--- config.mk ---
export PLATFORM = sky130hd
export DESIGN_NAME = multi_clk_div
export DESIGN_NICKNAME = d
export VERILOG_FILES = /design/src/rtl/multi_clk_div.sv
export SDC_FILE = /design/constraint.sdc
export NUM_CORES = 1
export LEC_CHECK = 0
export ABC_AREA = 1
export BUFFER_PORTS_ARGS = -buffer_cell sky130_fd_sc_hd__clkbuf_2
export CAP_MARGIN = 15
export CORE_ASPECT_RATIO = 0.6
export CORE_MARGIN = 10
export CORE_UTILIZATION = 45
export DETAILED_ROUTE_END_ITERATION = 8
export HOLD_SLACK_MARGIN = 0.1
export PLACE_DENSITY = 0.59
export REMOVE_ABC_BUFFERS = 1
export SYNTH_ARGS = -nofsm -noshare
export SYNTH_HDL_FRONTEND = slang
export SYNTH_SLANG_ARGS = --single-unit
--- constraint.sdc ---
create_clock -name clk -period 22.3 [get_ports clk]
set_input_delay 6.69 -clock clk [delete_from_list [all_inputs] [get_ports clk]]
set_output_delay 6.69 -clock clk [all_outputs]
set_load 0.05 [all_outputs]
--- src/rtl/multi_clk_div.sv ---
// Bank of independent programmable clock dividers. Each channel has a divisor
// that is double-buffered and changes only on a period boundary.

module multi_clk_div_ch #(
   parameter int DIV_W = 24
) (
   input  logic             clk,
   input  logic             rst,
   input  logic             wr,
   input  logic [DIV_W-1:0] wr_div,
   input  logic             en,
   output logic             clk_out,
   output logic             tick,
   output logic             pending
);
   logic [DIV_W-1:0] active_div, pending_div, cnt;
   logic [DIV_W-1:0] eff, lo;
   logic             run, wrap, hi;

   always_comb begin
      // A divisor of 1 cannot form a 50% clock, so it runs as divide-by-2.
      eff  = (active_div == DIV_W'(1)) ? DIV_W'(2) : active_div;
      lo   = eff - (eff >> 1);
      run  = en && (eff != '0);
      wrap = (cnt == eff - DIV_W'(1));
      hi   = (cnt >= lo);
   end

   always_ff @(posedge clk or posedge rst) begin
      if (rst) begin
         active_div  <= '0;
         pending_div <= '0;
         cnt         <= '0;
         pending     <= 1'b0;
         clk_out     <= 1'b0;
         tick        <= 1'b0;
      end else begin
         if (!run) begin
            cnt     <= '0;
            clk_out <= 1'b0;
            tick    <= 1'b0;
         end else begin
            cnt     <= wrap ? '0 : cnt + DIV_W'(1);
            clk_out <= hi;
            tick    <= hi && !clk_out;
         end
         if (pending && (!run || wrap)) begin
            active_div <= pending_div;
            cnt        <= '0;
            pending    <= 1'b0;
         end
         // A write in the same cycle as an application stays pending.
         if (wr) begin
            pending_div <= wr_div;
            pending     <= 1'b1;
         end
      end
   end
endmodule

module multi_clk_div #(
   parameter int NUM_CH = 4,
   parameter int DIV_W  = 24,
   parameter int CH_W   = (NUM_CH > 1) ? $clog2(NUM_CH) : 1
) (
   input  logic              clk,
   input  logic              rst,
   input  logic              wr_en,
   input  logic [CH_W-1:0]   wr_ch,
   input  logic [DIV_W-1:0]  wr_div,
   input  logic [NUM_CH-1:0] ch_en,
   output logic [NUM_CH-1:0] clk_out,
   output logic [NUM_CH-1:0] tick,
   output logic [NUM_CH-1:0] pending
);
   logic [NUM_CH-1:0] wr_hit;

   // Out-of-range channel numbers match no decode and are dropped.
   for (genvar i = 0; i < NUM_CH; i++) begin : g_ch
      assign wr_hit[i] = wr_en && (wr_ch == CH_W'(i));

      multi_clk_div_ch #(.DIV_W(DIV_W)) u_ch (
         .clk     (clk),
         .rst     (rst),
         .wr      (wr_hit[i]),
         .wr_div  (wr_div),
         .en      (ch_en[i]),
         .clk_out (clk_out[i]),
         .tick    (tick[i]),
         .pending (pending[i])
      );
   end
endmodule

==> impl_metrics.py, run 1 <==
metrics = {
    "synth": {
        "post_synth_fa_ha_maj_area_fraction": 0.160,
        "synth_ff_type": "dfrtp_1",
        "syn_inst": 3614,
        "synth_edf_count": 0,
        "ys_ff_latch": 300,
        "synth_area_leader_cell": "dfrtp_1",
        "yosys-top-cells-area": "dfrtp_1, ha_1, nand2_1",
        "async_reset_ff_frac": 1.00,
        "ys_seq_area_frac": 0.291,
        "yosysWarningCount": 0,
        "syn_avg_cell_area_um2": 7.15,
        "yosys-mux-area-fraction": 0,
        "synth.top_cell.area_share": 0.291,
        "yosys.cell_types.count": 52,
        "synth-simple-area-share": 0.276,
        "synth-xor-area-share": 0.0813,
        "synth_area_um2": 25800,
        "synth_top_family_by_area": "simple AND/OR/NAND/NOR gates",
        "synth-compound-area-share": 0.0940,
    },
    "placement": {
        "dp_hpwl_um": 60500,
        "place_area_um2": 26400,
        "io_buffers": 44,
        "place_congestion": 0.955,
    },
    "finish": {
        "multi_input_area_um2": 15800,
        "fillCellCount": 5790,
        "layout-drive-gt1-share": 0.0388,
        "design_area_um2": 27500,
        "syn_to_final_growth_pct": 6.48,
        "fin_nets": 3916,
        "fin_util": 0.488,
        "regArea_um2": 7510,
    },
    "clock_network": {
        "ctsLongestPathBuffers": 3,
        "cts_root_buffer": "clkbuf_16",
        "clk_pin_slew_ns": 0.07,
        "clk_latency_ns": 0.62,
        "cts_max_level": 1,
        "hold_buffers": 0,
        "postCtsSetupBuffers": 0,
        "cts_tree": "built",
        "post_cts_resized": 0,
        "cts_buffers": 31,
        "clock-sinks": 300,
    },
    "power": {
        "switching_power_mw": 1.65,
        "leakage_nw": 14.3,
        "power_frac_clock": 0.171,
        "power.density_nw_per_um2": 121,
        "peakVddDrop_mv": 0.0644,
        "power.internal_mw": 1.69,
        "power_frac_seq": 0.221,
        "netSwitchingFraction": 0.495,
        "pwr-share-comb": 0.608,
    },
    "die": {
        "core_region_area_um2": 56300,
        "die-area_um2": 67700,
        "fp.dieH_um": 206,
        "io_pins": 45,
        "rows": 67,
        "start_util": 0.459,
        "die_w_um": 329,
    },
    "global_routing": {
        "grt_use_total": 0.222,
        "grt_pass1_vias": 20700,
        "gr-total-overflow": 0,
        "grt_pass1_wl_um": 120000,
        "antenna_found_initial": 4,
        "grt_max_degree": 162,
    },
    "critical_path": {
        "cp_cell_sequence": "clkbuf_2",
        "crit_buf_inv": 1,
        "critPathMaxStageDelay_ns": 1.04,
        "cp-end-kind": "primary output",
        "critPathKind": "reg2out",
        "crit_arrival_ns": 2.11,
        "crit_fanout": 27,
        "cp.required_ns": 15.61,
        "cpLargestDelayFamily": "flip-flops",
        "cpMaxStageDelayCell": "dfrtp_1",
        "crit_path_start_kind": "flip-flop",
    },
    "run": {
        "drv_cap": 0,
    },
    "status": {
        "outcome": "finished clean",
    },
    "drt": {
        "antenna_left": 0,
        "vias": 22700,
        "drc": 0,
        "avgRoutedWirePerCell_um": 17.4,
        "wirelength_um": 75600,
        "drt_iter0_markers": 2340,
        "routed_via_density": 5.23,
        "first_pass_iters": 5,
    },
    "timing": {
        "tightest_slew_ns": 1.32,
        "hold_viol_final": 0,
        "drv_slew": 0,
        "slew-limit-headroom": 0.120,
        "min_period_ns": 8.80,
        "setup_viol_count_final": 0,
        "max_clock_freq_ghz": 0.114,
        "fin_setup_tns_ns": 0,
        "skew_ns": 0.0255,
        "post-route-period-util": 0.395,
        "rsz0062_at_grt": "false",
    },
    "hold_path": {
        "hold_class": "reg2reg",
    },
}
-- cells by family after synthesis --
group                      after synthesis
and+or+nand+nor                       1690
AOI/OAI and AO/OA                      434
buffers and inverters                  630
DFF                                    300
adders and majority gates              328
xor gates and xnor gates               232
-- sequential cells by signal, summed over array words and instances, names as in the netlist --
signal                 count
g_ch.u_ch.pending_div     96
g_ch.u_ch.active_div      96
g_ch.u_ch.tick             4
g_ch.u_ch.cnt             96
g_ch.u_ch.clk_out          4
g_ch.u_ch.pending          4
-- through the flow --
stage / hold WS [ns] / cells / worst slack, ns / power (mW)
2_1_floorplan: 0.442 / 3468 / 7.32 / 2.21
3_3_place_gp: 0.412 / 4281 / 13.32 / 2.72
3_5_place_dp: 0.414 / 4281 / 13.33 / 2.72
4_1_cts: 0.423 / 4337 / 13.48 / 3.31
5_1_grt: 0.440 / 4337 / 13.40 / 3.67
6_report: 0.419 / 4338 / 13.50 / 3.34
-- cell type report --
| type | instances | area share |
|---|---|---|
| inverter | 484 | 0.0663 |
| clock inverter | 15 | 0.00855 |
| timing repair buffer | 54 | 0.0112 |
| tap | 759 | 0.0345 |
| clock buffer | 41 | 0.0317 |
| sequential | 300 | 0.273 |
| multi-input combinational | 2684 | 0.575 |
| antenna | 1 | 0.0000910 |
-- routing by layer --
layer  vias up  global-route usage  part of all wire
met2       743               0.271              0.34
li1      11500                   -                 -
met5         -                   0                 0
met3        54              0.0592             0.095
met4         0              0.0281             0.012
met1     10400               0.372              0.55
-- power by group through the flow --
| stage | clock, mW | sequential [mW] | combinational, mW |
|---|---|---|---|
| 2_1_floorplan | 0 | 0.695 | 1.52 |
| 3_3_place_gp | 0 | 0.745 | 1.97 |
| 3_5_place_dp | 0 | 0.742 | 1.98 |
| 4_1_cts | 0.583 | 0.734 | 1.99 |
| 5_1_grt | 0.605 | 0.747 | 2.32 |
| 6_report | 0.571 | 0.737 | 2.03 |
-- cells in the final DEF (no fill, tap or decap), types with 6 or more instances in the layout --
cell,netlist,layout
nor2_1,337,337
nand3b_1,13,13
nand3_2,7,8
nor4_1,29,29
dfrtp_1,300,300
clkbuf_8,0,6
o211ai_1,8,8
nand2_1,895,895
nand2_2,8,8
nand3_1,278,277
ha_1,324,324
a21boi_0,10,10
nor3_1,36,36
o221ai_1,9,9
a211oi_1,6,6
nand4_1,71,71
o21ai_0,166,166
inv_1,482,481
a31oi_1,24,24
buf_4,22,9
o21a_1,6,6
clkbuf_2,0,44
xor2_1,189,189
o31ai_1,7,7
a21oi_1,168,168
clkbuf_16,0,31
o21bai_1,7,7
or2_2,9,9
xnor2_1,38,38
-- final timing paths --
check / start / to / slack (ns) / cells after the start
setup / recovery: g_ch[3].u_ch.pending$_DFFE_PP0P_ / pending[3] / 13.50 / 1
max in group asynchronous: rst / g_ch[1].u_ch.pending_div[11]$_DFFE_PP0P_ / 14.03 / 4
hold reg to reg: g_ch[3].u_ch.clk_out$_DFF_PP0_ / g_ch[3].u_ch.tick$_DFF_PP0_ / 0.42 / 1
min in group asynchronous: rst / g_ch[0].u_ch.cnt[1]$_DFF_PP0_ / 6.17 / 2
hold / removal: g_ch[3].u_ch.clk_out$_DFF_PP0_ / g_ch[3].u_ch.tick$_DFF_PP0_ / 0.42 / 1
setup reg to reg: g_ch[0].u_ch.active_div[17]$_DFFE_PP0P_ / g_ch[0].u_ch.tick$_DFF_PP0_ / 15.15 / 32
-- worst register-to-register path: cells and delay by family (launching register included) --
family,cells,cell delay (ns)
fa+ha+maj,4,1.13
xor+xnor,1,0.19
flops,1,0.43
simple gates,18,2.85
compound gates,6,2.19
buf+inv,3,0.21
-- Yosys cell counts, types with 2 or more instances --
| cell | instances |
|---|---|
| a21oi_2 | 2 |
| buf_6 | 5 |
| nor2_1 | 337 |
| o21bai_1 | 7 |
| dfrtp_1 | 300 |
| xnor3_1 | 5 |
| fa_1 | 4 |
| inv_1 | 482 |
| o211ai_1 | 8 |
| o2111ai_1 | 3 |
| buf_4 | 22 |
| a211oi_1 | 6 |
| clkbuf_1 | 93 |
| nor4_1 | 29 |
| nand3_2 | 7 |
| a31oi_1 | 24 |
| nand2_2 | 8 |
| o311ai_0 | 2 |
| buf_1 | 3 |
| o31ai_1 | 7 |
| xor2_1 | 189 |
| or2_2 | 9 |
| a21o_1 | 4 |
| o221ai_1 | 9 |
| a2111oi_0 | 4 |
| nor3_1 | 36 |
| xnor2_1 | 38 |
| o21ai_0 | 166 |
| o41ai_1 | 2 |
| o31a_1 | 2 |
| nand4_1 | 71 |
| a21oi_1 | 168 |
| buf_2 | 22 |
| a21boi_0 | 10 |
| ha_1 | 324 |
| o21a_1 | 6 |
| nand2_1 | 895 |
| nand3_1 | 278 |
| inv_2 | 2 |
| nand3b_1 | 13 |
(Power assumes the default switching activity.)
==> inputs of run 2 (changes only) <==
==> constraint.sdc (replaced) <==
create_clock -name clk -period 8.1 [get_ports clk]
set_input_delay 2.43 -clock clk [delete_from_list [all_inputs] [get_ports clk]]
set_output_delay 2.43 -clock clk [all_outputs]
set_load 0.05 [all_outputs]
==> run 2 against run 1 <==
Worst setup slack worse by 11 ns. Utilization increased by 0.22 points. Non-clock buffer count grew 4. Clock skew is 0.0016 ns higher. Combinational power increased to 2.8 times the previous value. Critical path type is now reg2reg.
==> impl_metrics.py, run 2 (synthesis gave the netlist of run 1 again) <==
metrics = {
    "placement": {
        "place_area_um2": 26400,
        "dp_hpwl_um": 62000,
        "io_buffers": 44,
        "place_ws_ns": 1.76,
        "place_congestion": 0.957,
    },
    "critical_path": {
        "crit_fanout": 15,
        "cp_common_cell": "nand2_1",
        "cpMaxStageDelayCell": "nand2_1",
        "crit_path_start_kind": "flip-flop",
        "r2r-start": "g_ch[0].u_ch.active_div[10]$_DFFE_PP0P_",
        "critPathMaxStageDelay_ns": 0.66,
        "cp-end-kind": "flip-flop",
        "cp.required_ns": 8.55,
        "crit_arrival_ns": 6.45,
        "rrSetupSlack_ns": 2.10,
        "critPathKind": "reg2reg",
        "rr_endpoint": "g_ch[0].u_ch.tick$_DFF_PP0_",
        "reg2reg_depth": 32,
    },
    "die": {
        "fp.dieH_um": 206,
        "die_w_um": 329,
        "die-area_um2": 67700,
        "start_util": 0.459,
        "core_region_area_um2": 56300,
        "io_pins": 45,
        "rows": 67,
    },
    "global_routing": {
        "grt_pass1_vias": 21100,
        "grt_max_degree": 132,
        "grt_pass1_wl_um": 123000,
        "gr-total-overflow": 0,
        "antenna_found_initial": 0,
        "grt_use_total": 0.229,
    },
    "power": {
        "total_power_mw": 9.41,
        "peakVddDrop_mv": 0.192,
        "power.density_nw_per_um2": 340,
        "leakage_nw": 14.3,
    },
    "clock_network": {
        "clk_latency_ns": 0.57,
        "postCtsSetupBuffers": 0,
        "cts_buffers": 34,
        "cts_max_level": 2,
        "clock-sinks": 300,
        "post_cts_resized": 0,
        "cts_tree": "built",
        "clk_pin_slew_ns": 0.07,
        "ctsLongestPathBuffers": 3,
        "cts_root_buffer": "clkbuf_16",
        "hold_buffers": 0,
    },
    "finish": {
        "top_regs": "g_ch.u_ch.active_div: 96 flops, g_ch.u_ch.cnt: 96 flops, g_ch.u_ch.pending_div: 96 flops",
        "design_area_um2": 27600,
        "final_cell_mix": "nand2_1, inv_1, nor2_1",
        "syn_to_final_growth_pct": 6.97,
        "fin_nets": 3923,
        "layout-drive-gt1-share": 0.0410,
        "final_common_cell": "nand2_1",
    },
    "timing": {
        "post-route-period-util": 0.740,
        "setup_slack_ns": 2.10,
        "setup_viol_count_final": 0,
        "max_clock_freq_ghz": 0.167,
        "slew-limit-headroom": 0.299,
        "skew_ns": 0.0271,
        "hold_viol_final": 0,
        "rsz0062_at_grt": "false",
        "min_period_ns": 6.00,
        "tightest_slew_ns": 1.05,
        "drv_slew": 0,
    },
    "status": {
        "outcome": "finished clean",
    },
    "drt": {
        "vias": 22900,
        "drt_iter0_markers": 2336,
        "first_pass_iters": 6,
        "wirelength_um": 77900,
        "antenna_left": 0,
        "avgRoutedWirePerCell_um": 17.9,
        "drc": 0,
        "routed_via_density": 5.27,
    },
    "hold_path": {
        "hold_class": "reg2reg",
        "min_path_cells": 1,
        "holdPathEnd": "g_ch[2].u_ch.tick$_DFF_PP0_",
        "min_from": "g_ch[2].u_ch.clk_out$_DFF_PP0_",
    },
    "run": {
        "drv_cap": 0,
    },
}
-- run 2: cell types whose count changed in the layout (fill, tap and decap cells not counted), sizes merged --
cell and delta:
buf +3, clkinv +1, diode +1, clkbuf +4, clkinvlp +1
-- run 2: metal layers --
layer / vias up / track usage / share of wire
met2: 759 / 0.284 / 0.35
li1: 11500 / - / -
met3: 77 / 0.0633 / 0.10
met5: - / 0 / 0
met1: 10600 / 0.374 / 0.53
met4: 0 / 0.0384 / 0.014
-- run 2: final cells by class --
type                       count  area (um^2)
fill                        5784        28700
tap                          759          950
inverter                     484         1820
antenna                        2         5.00
timing repair buffer          58          335
multi-input combinational   2684        15800
sequential                   300         7510
clock buffer                  44          950
clock inverter                17          255
-- run 2: how the worst max path moves through the flow --
stage                                                   to                                    start  cells past startpoint  slack (ns)
detailed placement             g_ch[0].u_ch.tick$_DFF_PP0_  g_ch[0].u_ch.active_div[16]$_DFFE_PP0P_                     32        1.76
floorplan           g_ch[0].u_ch.active_div[0]$_DFFE_PP0P_                                      rst                      1       -2.62
global route                   g_ch[0].u_ch.tick$_DFF_PP0_  g_ch[0].u_ch.active_div[10]$_DFFE_PP0P_                     32        1.61
global placement               g_ch[0].u_ch.tick$_DFF_PP0_  g_ch[0].u_ch.active_div[16]$_DFFE_PP0P_                     32        1.86
CTS                            g_ch[0].u_ch.tick$_DFF_PP0_  g_ch[0].u_ch.active_div[16]$_DFFE_PP0P_                     32        1.73
finish                         g_ch[0].u_ch.tick$_DFF_PP0_  g_ch[0].u_ch.active_div[10]$_DFFE_PP0P_                     32        2.10
-- run 2: stage by stage --
stage | utilization | hold WS (ns) | instances | setup TNS, ns
2_1_floorplan | - | 0.442 | 3468 | -785.77
3_3_place_gp | 0.469 | 0.412 | 4284 | 0
3_5_place_dp | 0.469 | 0.414 | 4284 | 0
4_1_cts | 0.490 | 0.424 | 4345 | 0
5_1_grt | 0.491 | 0.441 | 4346 | 0
6_report | 0.491 | 0.420 | 4348 | 0
-- run 2: report_power, final --
part / switching [mW] / leakage [nW] / internal [mW]
registers: 0.269 / 3.94 / 1.71
logic: 3.70 / 9.82 / 2.01
clock network: 0.715 / 0.580 / 0.999
-- run 2: critical path: cells and delay by family, from the launching register on --
kind                       cells  cell delay, ns
and+or+nand+nor               18            2.75
AOI/OAI and AO/OA              6            1.11
adders and majority gates      3            0.91
buffers and inverters          4            0.51
DFF                            1            0.42
xor gates and xnor gates       1            0.18
==> inputs of run 3 (changes only) <==
==> constraint.sdc (replaced) <==
create_clock -name clk -period 6.2 [get_ports clk]
set_input_delay 1.86 -clock clk [delete_from_list [all_inputs] [get_ports clk]]
set_output_delay 1.86 -clock clk [all_outputs]
set_load 0.05 [all_outputs]
==> run 3 against run 2 <==
Wire length decreased by 1.3%. Power grew 27%. Die area is the same. Flip-flop and latch count did not move. Non-clock buffer count up 7. Register-to-register slack worse by 1.6 ns. Sequential power up 30%. Largest cell class unchanged. Highest routed layer unchanged.
==> impl_metrics.py, run 3 (synthesis gave the netlist of run 1 again) <==
metrics = {
    "die": {
        "rows": 67,
        "fp.dieH_um": 206,
        "die-area_um2": 67700,
        "io_pins": 45,
        "start_util": 0.459,
        "core_region_area_um2": 56300,
        "die_w_um": 329,
    },
    "drt": {
        "first_pass_iters": 5,
        "wirelength_um": 77000,
        "antenna_left": 0,
        "vias": 22800,
        "drc": 0,
        "routed_via_density": 5.25,
        "avgRoutedWirePerCell_um": 17.7,
        "drt_iter0_markers": 2613,
    },
    "placement": {
        "dp_hpwl_um": 61700,
        "place_congestion": 0.974,
        "place_ws_ns": 0.263,
        "io_buffers": 44,
        "dp_cells": 4292,
    },
    "power": {
        "power.density_nw_per_um2": 436,
        "total_power_mw": 12.0,
        "leakage_nw": 14.3,
        "peakVddDrop_mv": 0.285,
    },
    "critical_path": {
        "cpLargestDelayFamily": "simple AND/OR/NAND/NOR gates",
        "cpMaxStageDelayCell": "dfrtp_1",
        "crit_buf_inv": 4,
        "crit_fanout": 15,
        "critPathKind": "reg2reg",
        "cp.required_ns": 6.72,
        "cp_common_cell": "nand2_1",
        "cp-end-kind": "flip-flop",
        "critPathMaxStageDelay_ns": 0.43,
        "crit_path_start_kind": "flip-flop",
        "crit_arrival_ns": 6.20,
    },
    "finish": {
        "antenna_cells": 0,
        "layout-drive-gt1-share": 0.0421,
        "fin_nets": 3927,
        "syn_to_final_growth_pct": 6.58,
        "finalNonFillerCells": 4348,
        "top_regs": "g_ch.u_ch.active_div: 96 flops, g_ch.u_ch.cnt: 96 flops, g_ch.u_ch.pending_div: 96 flops",
        "final_common_cell": "nand2_1",
        "fillCellCount": 5768,
        "final_cell_mix": "nand2_1, inv_1, nor2_1",
    },
    "status": {
        "outcome": "finished clean",
    },
    "global_routing": {
        "grt_pass1_vias": 20700,
        "grt_max_degree": 118,
        "antenna_found_initial": 4,
        "grt_use_total": 0.226,
        "grt_pass1_wl_um": 122000,
        "gr-total-overflow": 0,
    },
    "timing": {
        "holdWs_ns": 0.420,
        "skew_ns": 0.0210,
        "hold_viol_final": 0,
        "setup_viol_count_final": 0,
        "fin_setup_tns_ns": 0,
        "min_period_ns": 5.67,
        "rsz0062_at_grt": "false",
        "post-route-period-util": 0.915,
        "tightest_slew_ns": 1.14,
        "max_clock_freq_ghz": 0.176,
        "setup_slack_ns": 0.527,
        "slew-limit-headroom": 0.223,
        "drv_slew": 0,
    },
    "clock_network": {
        "clock-sinks": 300,
        "postCtsSetupBuffers": 0,
        "ctsLongestPathBuffers": 3,
        "cts_tree": "built",
        "clk_latency_ns": 0.64,
        "cts_buffers": 31,
        "clk_pin_slew_ns": 0.07,
        "cts_root_buffer": "clkbuf_16",
        "hold_buffers": 0,
        "post_cts_resized": 0,
        "cts_max_level": 1,
    },
    "run": {
        "drv_cap": 0,
    },
    "hold_path": {
        "hold_class": "reg2reg",
    },
}
-- run 3: cell types whose count changed in the layout (fill, tap and decap cells not counted), sizes merged --
cell,delta
inv,+1
bufinv,-2
diode,-2
buf,+8
clkbuf,-7
clkinvlp,+3
clkinv,-1
-- run 3: per-stage QoR --
step,cell area (um^2),util
2_1_floorplan,25100,-
4_1_cts,27500,0.489
3_5_place_dp,26500,0.470
5_1_grt,27500,0.489
6_report,27500,0.489
3_3_place_gp,26500,0.470
-- run 3: final timing paths --
kind                                                    startpoint                                      end  slack, ns  cells after the start
setup / recovery           g_ch[0].u_ch.active_div[20]$_DFFE_PP0P_              g_ch[0].u_ch.tick$_DFF_PP0_       0.53                     33
hold / removal                      g_ch[3].u_ch.clk_out$_DFF_PP0_              g_ch[3].u_ch.tick$_DFF_PP0_       0.42                      1
setup reg to reg           g_ch[0].u_ch.active_div[20]$_DFFE_PP0P_              g_ch[0].u_ch.tick$_DFF_PP0_       0.53                     33
hold reg to reg                     g_ch[3].u_ch.clk_out$_DFF_PP0_              g_ch[3].u_ch.tick$_DFF_PP0_       0.42                      1
max in group asynchronous                                      rst           g_ch[2].u_ch.cnt[11]$_DFF_PP0_       3.73                      3
min in group asynchronous                                      rst  g_ch[0].u_ch.pending_div[6]$_DFFE_PP0P_       1.33                      2
-- run 3: area by class of cell --
class	instances	area, um^2	area share
clock buffers	38	832	0.0302
clock inverters	18	216	0.00786
inverters	484	1820	0.0662
multi-input cells	2684	15800	0.574
flip-flops and latches	300	7510	0.273
well taps	759	950	0.0345
repair buffers	65	390	0.0142
-- run 3: where the power goes --
group | leakage [nW] | total [mW] | internal, mW | switching, mW
Clock | 0.496 | 2.00 | 1.09 | 0.906
Combinational | 9.85 | 7.42 | 2.65 | 4.77
Sequential | 3.94 | 2.58 | 2.24 | 0.342
-- run 3: routing by layer --
metal  wire (um)  global-route usage  up-vias
met1       42400               0.385    10500
met3        6850              0.0465       65
li1            -                   -    11500
met2       26600               0.277      765
met5           0                   0        -
met4        1150              0.0348        0
